===== src/rtl/fpdiv_if.sv =====
// Handshake and operand/result bundle for the iterative single-precision divider.
interface fpdiv_if;
    logic        start;
    logic [31:0] a;
    logic [31:0] b;
    logic        busy;
    logic        done;
    logic [31:0] result;
    logic        dz;

    modport master (
        output start, a, b,
        input  busy, done, result, dz
    );

    modport slave (
        input  start, a, b,
        output busy, done, result, dz
    );
endinterface


===== src/rtl/fpdiv.sv =====
// Iterative IEEE-754 binary32 divider: restoring radix-2 mantissa division,
// one quotient bit per cycle, then a single normalise/round-to-nearest-even cycle.
// Zero, infinity and NaN operands skip the iteration and finish in one cycle.
module fpdiv (
    input  logic   clk,
    input  logic   rst_n,
    fpdiv_if.slave bus
);

    typedef enum logic [1:0] {IDLE, DIV, ROUND, SPEC} state_t;

    state_t      state;
    logic [4:0]  cnt;
    logic        sign;
    logic [7:0]  ea;
    logic [7:0]  eb;
    logic [24:0] rem;
    logic [23:0] dvs;
    logic [25:0] quo;
    logic        a_zero, a_inf, a_nan;
    logic        b_zero, b_inf, b_nan;

    logic        in_a_zero, in_a_inf, in_a_nan;
    logic        in_b_zero, in_b_inf, in_b_nan;
    logic        in_special;

    logic [24:0] tsub;
    logic [24:0] rem_next;
    logic        ge;

    logic [22:0] frac;
    logic [22:0] frac_rnd;
    logic        guard, sticky, round_up, carry;
    logic [9:0]  exp_q, exp_f;
    logic [31:0] rnd_result;

    logic [31:0] spec_result;
    logic        spec_dz;

    // Classify incoming operands; a zero exponent flushes denormals to zero.
    always_comb begin
        in_a_zero  = (bus.a[30:23] == 8'h00);
        in_a_inf   = (bus.a[30:23] == 8'hff) && (bus.a[22:0] == 23'd0);
        in_a_nan   = (bus.a[30:23] == 8'hff) && (bus.a[22:0] != 23'd0);
        in_b_zero  = (bus.b[30:23] == 8'h00);
        in_b_inf   = (bus.b[30:23] == 8'hff) && (bus.b[22:0] == 23'd0);
        in_b_nan   = (bus.b[30:23] == 8'hff) && (bus.b[22:0] != 23'd0);
        in_special = in_a_zero | in_a_inf | in_a_nan | in_b_zero | in_b_inf | in_b_nan;
    end

    // One restoring step: subtract the divisor if it fits, then shift the remainder.
    always_comb begin
        ge       = (rem >= {1'b0, dvs});
        tsub     = rem - {1'b0, dvs};
        rem_next = ge ? (tsub << 1) : (rem << 1);
    end

    // Normalise the 26-bit quotient, round to nearest-even, and clamp the exponent range.
    always_comb begin
        if (quo[25]) begin
            frac   = quo[24:2];
            guard  = quo[1];
            sticky = quo[0] | (|rem);
            exp_q  = {2'b00, ea} - {2'b00, eb} + 10'd127;
        end else begin
            frac   = quo[23:1];
            guard  = quo[0];
            sticky = |rem;
            exp_q  = {2'b00, ea} - {2'b00, eb} + 10'd126;
        end
        round_up          = guard & (sticky | frac[0]);
        {carry, frac_rnd} = {1'b0, frac} + {23'd0, round_up};
        exp_f             = exp_q + {9'd0, carry};
        if ($signed(exp_f) >= 10'sd255) begin
            rnd_result = {sign, 8'hff, 23'd0};
        end else if ($signed(exp_f) <= 10'sd0) begin
            rnd_result = {sign, 31'd0};
        end else begin
            rnd_result = {sign, exp_f[7:0], frac_rnd};
        end
    end

    // Special-operand result, first matching rule wins.
    always_comb begin
        spec_dz = 1'b0;
        if (a_nan || b_nan || (a_zero && b_zero) || (a_inf && b_inf)) begin
            spec_result = 32'h7fc00000;
        end else if (a_inf) begin
            spec_result = {sign, 8'hff, 23'd0};
        end else if (b_zero) begin
            spec_result = {sign, 8'hff, 23'd0};
            spec_dz     = 1'b1;
        end else begin
            spec_result = {sign, 31'd0};
        end
    end

    // Control FSM and datapath registers; outputs change only on accept or completion.
    always_ff @(posedge clk or negedge rst_n) begin
        if (!rst_n) begin
            state      <= IDLE;
            cnt        <= 5'd0;
            sign       <= 1'b0;
            ea         <= 8'd0;
            eb         <= 8'd0;
            rem        <= 25'd0;
            dvs        <= 24'd0;
            quo        <= 26'd0;
            a_zero     <= 1'b0;
            a_inf      <= 1'b0;
            a_nan      <= 1'b0;
            b_zero     <= 1'b0;
            b_inf      <= 1'b0;
            b_nan      <= 1'b0;
            bus.busy   <= 1'b0;
            bus.done   <= 1'b0;
            bus.result <= 32'h00000000;
            bus.dz     <= 1'b0;
        end else begin
            bus.done <= 1'b0;
            case (state)
                IDLE: begin
                    if (bus.start) begin
                        sign     <= bus.a[31] ^ bus.b[31];
                        ea       <= bus.a[30:23];
                        eb       <= bus.b[30:23];
                        rem      <= {2'b01, bus.a[22:0]};
                        dvs      <= {1'b1, bus.b[22:0]};
                        quo      <= 26'd0;
                        cnt      <= 5'd0;
                        a_zero   <= in_a_zero;
                        a_inf    <= in_a_inf;
                        a_nan    <= in_a_nan;
                        b_zero   <= in_b_zero;
                        b_inf    <= in_b_inf;
                        b_nan    <= in_b_nan;
                        bus.busy <= 1'b1;
                        state    <= in_special ? SPEC : DIV;
                    end
                end
                DIV: begin
                    rem <= rem_next;
                    quo <= {quo[24:0], ge};
                    if (cnt == 5'd25) begin
                        state <= ROUND;
                    end else begin
                        cnt <= cnt + 5'd1;
                    end
                end
                ROUND: begin
                    bus.result <= rnd_result;
                    bus.dz     <= 1'b0;
                    bus.done   <= 1'b1;
                    bus.busy   <= 1'b0;
                    state      <= IDLE;
                end
                SPEC: begin
                    bus.result <= spec_result;
                    bus.dz     <= spec_dz;
                    bus.done   <= 1'b1;
                    bus.busy   <= 1'b0;
                    state      <= IDLE;
                end
                default: state <= IDLE;
            endcase
        end
    end

endmodule


===== src/flat_wrapper.sv =====
// flat-port wrapper written by rule: the top's interface ports become plain ports
module fpdiv_flat 
  (clk, rst_n, bus_start, bus_a, bus_b, bus_busy, bus_done, bus_result, bus_dz);
  fpdiv_if bus_i ();
  input  logic clk;
  input  logic rst_n;
  input wire logic [$bits(bus_i.start)-1:0] bus_start;
  input wire logic [$bits(bus_i.a)-1:0] bus_a;
  input wire logic [$bits(bus_i.b)-1:0] bus_b;
  output wire logic [$bits(bus_i.busy)-1:0] bus_busy;
  output wire logic [$bits(bus_i.done)-1:0] bus_done;
  output wire logic [$bits(bus_i.result)-1:0] bus_result;
  output wire logic [$bits(bus_i.dz)-1:0] bus_dz;
  assign bus_i.start = bus_start;
  assign bus_i.a = bus_a;
  assign bus_i.b = bus_b;
  assign bus_busy = bus_i.busy;
  assign bus_done = bus_i.done;
  assign bus_result = bus_i.result;
  assign bus_dz = bus_i.dz;
  fpdiv u_core (.clk(clk), .rst_n(rst_n), .bus(bus_i));
endmodule

===== config.mk =====
export PLATFORM = sky130hd
export DESIGN_NAME = fpdiv_flat
export DESIGN_NICKNAME = d
export VERILOG_FILES = /design/src/rtl/fpdiv_if.sv /design/src/rtl/fpdiv.sv /design/src/flat_wrapper.sv
export SDC_FILE = /design/constraint.sdc
export NUM_CORES = 1
export LEC_CHECK = 0
export ABC_AREA = 1
export BUFFER_PORTS_ARGS = -buffer_cell sky130_fd_sc_hd__clkbuf_2
export CORE_ASPECT_RATIO = 1.25
export CORE_UTILIZATION = 40
export CTS_CLUSTER_DIAMETER = 200
export DETAILED_ROUTE_END_ITERATION = 7
export SLEW_MARGIN = 20
export SYNTH_ARGS = -nofsm -noshare
export SYNTH_HDL_FRONTEND = slang
export SYNTH_SLANG_ARGS = --single-unit

===== constraint.sdc =====
create_clock -name clk -period 3.98 [get_ports clk]
set_input_delay 0.398 -clock clk [delete_from_list [all_inputs] [get_ports clk]]
set_output_delay 0.398 -clock clk [all_outputs]
set_load 0.01 [all_outputs]

* Word-level counts from Yosys, hierarchy flattened
Cells that the tools add are included.
** Cells by class
- Bitwise operators :: 9
- Eq/ne operators :: 9
- Reduce and logical (&&, ||, !) cells :: 26
- Muxes and demuxes :: 29
- Add/sub/neg operators :: 7
- Order comparisons :: 3
** Operators by type and width (number)
- 2-to-1 mux 31 bit :: 4
- one-hot mux 32 bit (2 select lines) :: 1
- one-hot mux 26 bit (2 select lines) :: 1
- 2-to-1 mux 25 bit :: 2
- one-hot mux 25 bit (2 select lines) :: 1
- logical NOT 23 bit :: 2
- nonzero test 23 bit :: 2
- 2-to-1 mux 32 bit :: 1
- 2-to-1 mux 26 bit :: 1
- >= comparator 25 x 24 -> 1 bit :: 1
- OR reduction 25 bit :: 1
- adder 23 x 1 -> 24 bit :: 1
- subtractor 24 bit :: 1
- 2-to-1 mux 23 bit :: 1
- adder 10 x 7 -> 10 bit (second input constant) :: 2
- == test 8 bit (second input constant) :: 2
- logical NOT 8 bit :: 2
- adder 10 x 1 -> 10 bit :: 1
- >= comparator 10 x 9 -> 1 bit (second input constant) :: 1
- <= comparator 10 x 1 -> 1 bit (second input constant) :: 1
- 2-to-1 mux 10 bit :: 1
- 2-to-1 mux 5 bit :: 2
- one-hot mux 5 bit (2 select lines) :: 1
- subtractor 8 x 8 -> 9 bit :: 1
- 20 further kinds :: 49
** Word-level totals
- Logic and storage cells :: 101
- Flip-flop bits (word level) :: 140
- Output and inout bits :: 35

* Logic depth before layout (Yosys ltp)
- Depth in word-level cells :: 11
- Gate-level depth with buffers :: 30
- Mapped depth without buffers :: 30

* Worst setup path after synthesis
Ideal clock, no wire load.
- Kind :: register to register
- Start :: register u_core.quo[25]
- End :: register u_core.bus.result[0]
- Arrival time :: 3.522 ns
- Library setup time :: 0.066 ns
- Setup slack :: 0.393 ns
- Cell stages (with the launch flop) :: 28
- Cells stage by stage :: dfrtp_1 -> buf_2 -> buf_2 -> o21ai_0 -> nand2_1 -> nor3_2 -> nand2_1 -> nor3_2 -> nand2_1 -> nor2_1 -> inv_2 -> nor3_2 -> nand2_1 -> nor3b_1 -> ha_1 -> inv_1 -> nor2_1 -> nand3_1 -> nor2_1 -> nand3_1 -> nor2_4 -> nand2_2 -> nand2_4 -> nand2_2 -> a21oi_4 -> buf_6 -> nand3_1 -> nand2_1
** Between the ends
- Longest elaborated chain between the ends :: 9
** RTL lines
- start: declaration :: line fpdiv.sv:19 : logic [25:0] quo;
- start signal: assignment :: line fpdiv.sv:143 : quo <= {quo[24:0], ge};
- 2-to-1 mux 1 bit / 2-to-1 mux 23 bit (equally long branches) :: line fpdiv.sv:60 : if (quo[25]) begin
- OR 1 bit :: line fpdiv.sv:71 : round_up = guard & (sticky | frac[0]);
- bitwise AND 1 bit :: line fpdiv.sv:71
- adder 23 x 1 -> 24 bit :: line fpdiv.sv:72 : {carry, frac_rnd} = {1'b0, frac} + {23'd0, round_up};
- adder 10 x 1 -> 10 bit :: line fpdiv.sv:73 : exp_f = exp_q + {9'd0, carry};
- <= comparator 10 x 1 -> 1 bit :: line fpdiv.sv:76 : end else if ($signed(exp_f) <= 10'sd0) begin
- 2-to-1 mux 31 bit :: line fpdiv.sv:76
- 2-to-1 mux 31 bit (*) :: line fpdiv.sv:74 : if ($signed(exp_f) >= 10'sd255) begin
- one-hot mux 32 bit (2 select lines) (*) :: line fpdiv.sv:121 : case (state)
- end signal: assignment :: line fpdiv.sv:151 : bus.result <= rnd_result;
- end signal: assignment :: line fpdiv.sv:158 : bus.result <= spec_result;
- end: declaration :: line fpdiv_if.sv:18 : output busy, done, result, dz
Mark *: on every way between the ends. The rest lies on a longest branch, timed or not.
A chain may end at the register's enable or synchronous reset.

* Final worst setup path
- Start :: register u_core.quo[25]
- End :: register u_core.bus.result[5]
The elaborated chain is that of the path after synthesis.

==> metrics <==
row cnt=between 60 and 70; largest area contributor in the netlist=sky130_fd_sc_hd__dfrtp_1; Max stage delay on crit path=between 0.4 and 0.5 ns; outcome=completed; number of fillers in the final layout=2,300; clock buffer depth=2; clock network latency to the later pin of the worst-skew pair=0.43 ns; global-route wire length before repair=between 40 and 50 mm; number of antenna violations at the first check in global routing=0; clock root cell=sky130_fd_sc_hd__clkbuf_16; crit path capture type=flip-flop; cell count after placement=between 1,500 and 2,000; Min-Delay Path Class=in2reg; CTS clock-pin slew for the worst setup and hold paths=0.06 ns; largest fanout on the critical path=10; routability congestion estimate from global placement=a little over 0.9; clock tree from TritonCTS=yes; Critical Setup Path Class=reg2reg; hold slack final=between 0.15 and 0.2 ns; Core Box Area=22,400 µm²; Pwr Density=964 nW/µm²; final max-slew violation count=0; final critical-path setup slack=~0.18 ns; number of buffers inserted by port buffering=between 100 and 150; Max Clock Freq=263 MHz; largest delay contributor family on the critical path=simple AND/OR/NAND/NOR gates; final hold vios=0; portion of the post-synthesis area used by sequential elements=0.379; RSZ-0062 raised after global routing=yes; Synth Area per Inst=between 7 and 8 µm²; total routing resource utilization after global routing=0.220; detailed-router iteration count before antenna repair=5; Avg WL per Cell=between 10 and 15 µm; portion of synthesized cell area occupied by the leading cell type=0.379; Distinct cells, synth=50; final antenna-violating net count=0; maximum number of pins on one net before global-route repair=around 70; htree depth=4; first-iteration detailed-routing DRC count=between 300 and 400; average vias per placed instance=slightly above 5; area overhead of the layout relative to synthesis=19.7%; total global routing overflow=0; CP startpoint kind=flip-flop; Die Area=23,700 µm²; dominant cells by area after synthesis=sky130_fd_sc_hd__dfrtp_1 (38%), sky130_fd_sc_hd__nand2_1 (13%), sky130_fd_sc_hd__inv_1 (7.6%); die height=between 150 and 200 µm; shortest period the worst path allows=3.80 ns; Antenna Diode Count=0; number of clock sinks=140; number of buffer and inverter instances along the worst setup path=4; initial core utilization=0.412; synthesized instance count=around 1,300; CP dominant cell by count=sky130_fd_sc_hd__nand2_2; Setup TNS Final=0 ns; DRC Markers=0; fraction of registers with async set or reset after synthesis=1.00; Worst Max-Slew Pin Slew=0.769 ns; Post-Route WL=approximately 25 mm; synthesized netlist net count=1,399; Crit path arrival time=slightly above 4 ns; clock buffers created by TritonCTS=17; width of the chip=about 140 µm; summed instance area of the synthesized netlist=just over 9000 µm²; Clock Skew=around 0.011 ns; number of synthesized register bits=140; worst slew margin relative to its limit=0.482; worst setup slack before clock tree synthesis=-0.119 ns; VDD IR-drop max=between 0.0004 and 0.0005 V; number of global-route vias before repair=around 8,600; count of endpoints failing setup in the final report=0; number of primary I/O pins=just over 100; max-cap violations=0; top_reg_cell synth=sky130_fd_sc_hd__dfrtp_1; half-perimeter wire length after detailed placement=18.9 mm; fraction of layout cells with a size suffix above 1=0.165; fin crit share=0.955; Post-synth EDFFs=0; CP max-delay cell=sky130_fd_sc_hd__dfrtp_2; library cell with the highest instance count after synthesis=sky130_fd_sc_hd__nand2_1; critical path data required time=about 4.3 ns; total number of vias=8,821; non-filler cells in the finished layout=approximately 1,700; yosys warns=0; ranking of synthesized cells by instance count=sky130_fd_sc_hd__nand2_1 (330), sky130_fd_sc_hd__inv_1 (188), sky130_fd_sc_hd__dfrtp_1 (140); reported leakage power=0.00549 µW; layout net count=between 1,500 and 2,000
==> layout by cell type, fill, tap and decap left out, types with 4 or more instances in the layout <==
cell type                   instances
sky130_fd_sc_hd__clkinv_4           5
sky130_fd_sc_hd__clkbuf_2         100
sky130_fd_sc_hd__xnor2_1           13
sky130_fd_sc_hd__o21ai_0          110
sky130_fd_sc_hd__a21o_1             6
sky130_fd_sc_hd__inv_1            188
sky130_fd_sc_hd__o221ai_1           6
sky130_fd_sc_hd__or4_1              4
sky130_fd_sc_hd__nor4_1            21
sky130_fd_sc_hd__ha_1              38
sky130_fd_sc_hd__nand2_1          320
sky130_fd_sc_hd__xor2_1            29
sky130_fd_sc_hd__a31oi_1            5
sky130_fd_sc_hd__o211ai_1          13
sky130_fd_sc_hd__dfrtp_1          139
sky130_fd_sc_hd__inv_2              5
sky130_fd_sc_hd__nand4_1           17
sky130_fd_sc_hd__a21oi_1           50
sky130_fd_sc_hd__o21ai_1            4
sky130_fd_sc_hd__o21ai_2            5
sky130_fd_sc_hd__clkinv_2           4
sky130_fd_sc_hd__nor2_1            93
sky130_fd_sc_hd__nand3_1           72
sky130_fd_sc_hd__nor3_1            12
sky130_fd_sc_hd__clkbuf_16         17
sky130_fd_sc_hd__nor2_4             5
sky130_fd_sc_hd__nand2_2           15
sky130_fd_sc_hd__nand3_2            7
sky130_fd_sc_hd__o22ai_1           27
sky130_fd_sc_hd__buf_4             36
sky130_fd_sc_hd__nand2_4            5
sky130_fd_sc_hd__nor2_2             8
==> per-stage QoR <==
step	power, µW	instance area (µm²)	util
3_5_place_dp	8570	10200	0.454
5_1_grt	11700	11100	0.493
3_3_place_gp	8510	10200	0.454
6_report	10700	11100	0.493
4_1_cts	10200	10800	0.481
2_1_floorplan	7020	9240	-
==> state kept, by name, summed over array words and instances (netlist names) <==
signal             count
u_core.a_inf           1
u_core.b_nan           1
u_core.bus.dz          1
u_core.eb              8
u_core.quo            26
u_core.dvs            24
u_core.sign            1
u_core.rem            25
u_core.a_nan           1
u_core.ea              8
u_core.b_zero          1
u_core.bus.done        1
u_core.b_inf           1
u_core.bus.busy        1
u_core.a_zero          1
u_core.state           2
u_core.bus.result     32
u_core.cnt             5
==> kinds of logic (layout without fill, tap and decap cells) <==
family          Yosys count  after routing  share of synthesized area
xor+xnor                 42             42                     0.0398
simple gates            590            591                      0.276
mux                       1              1                    0.00108
fa+ha+maj                41             41                     0.0563
compound gates          243            243                      0.151
flops                   140            140                      0.379
buf+inv                 234            370                     0.0967
==> power by group <==
part,internal (µW),switching [µW]
Combinational,2490,4380
Clock,923,659
Sequential,1910,307
Total,5320,5340
==> final timing paths <==
kind | start | to | slack (ns) | depth (start not counted)
setup / recovery | u_core.quo[25] | u_core.bus.result[5] | 0.18 | 28
hold / removal | bus_b[13] | u_core.dvs[13] | 0.18 | 3
setup reg to reg | u_core.quo[25] | u_core.bus.result[5] | 0.18 | 28
hold reg to reg | u_core.dvs[23] | u_core.dvs[23] | 0.47 | 2
max in group asynchronous | rst_n | u_core.dvs[8] | 2.52 | 3
min in group asynchronous | rst_n | u_core.bus.result[31] | 0.53 | 2
==> timing repair <==
item,in CTS,in global routing
pin swaps,0,9
resized for setup,2,49
endpoints found under the hold margin,14,0
hold buffers,1,0
gates cloned,0,1
endpoints found under the setup margin,30,31
setup buffers,0,11
==> area by class of cell <==
type,count,area [µm²],share of cell area
timing repair buffer,143,875,0.0791
sequential,140,3500,0.317
clock inverter,14,148,0.0134
inverter,195,732,0.0662
tap,283,354,0.0320
clock buffer,18,429,0.0388
multi-input combinational,918,5010,0.454
==> layer usage <==
layer,share of wire,GRT usage
met4,0.033,0.0974
met3,0.030,0.0314
met1,0.42,0.255
met5,0,0
met2,0.52,0.395
==> worst reg2reg max path: cells and delay by family (launching register included) <==
kind	cells	cell delay, ns
DFF	1	0.43
AOI/OAI and AO/OA	1	0.08
and+or+nand+nor	22	2.57
buffers and inverters	4	0.36
adders and majority gates	1	0.26
Note: power is estimated with default switching activity, not from simulation.
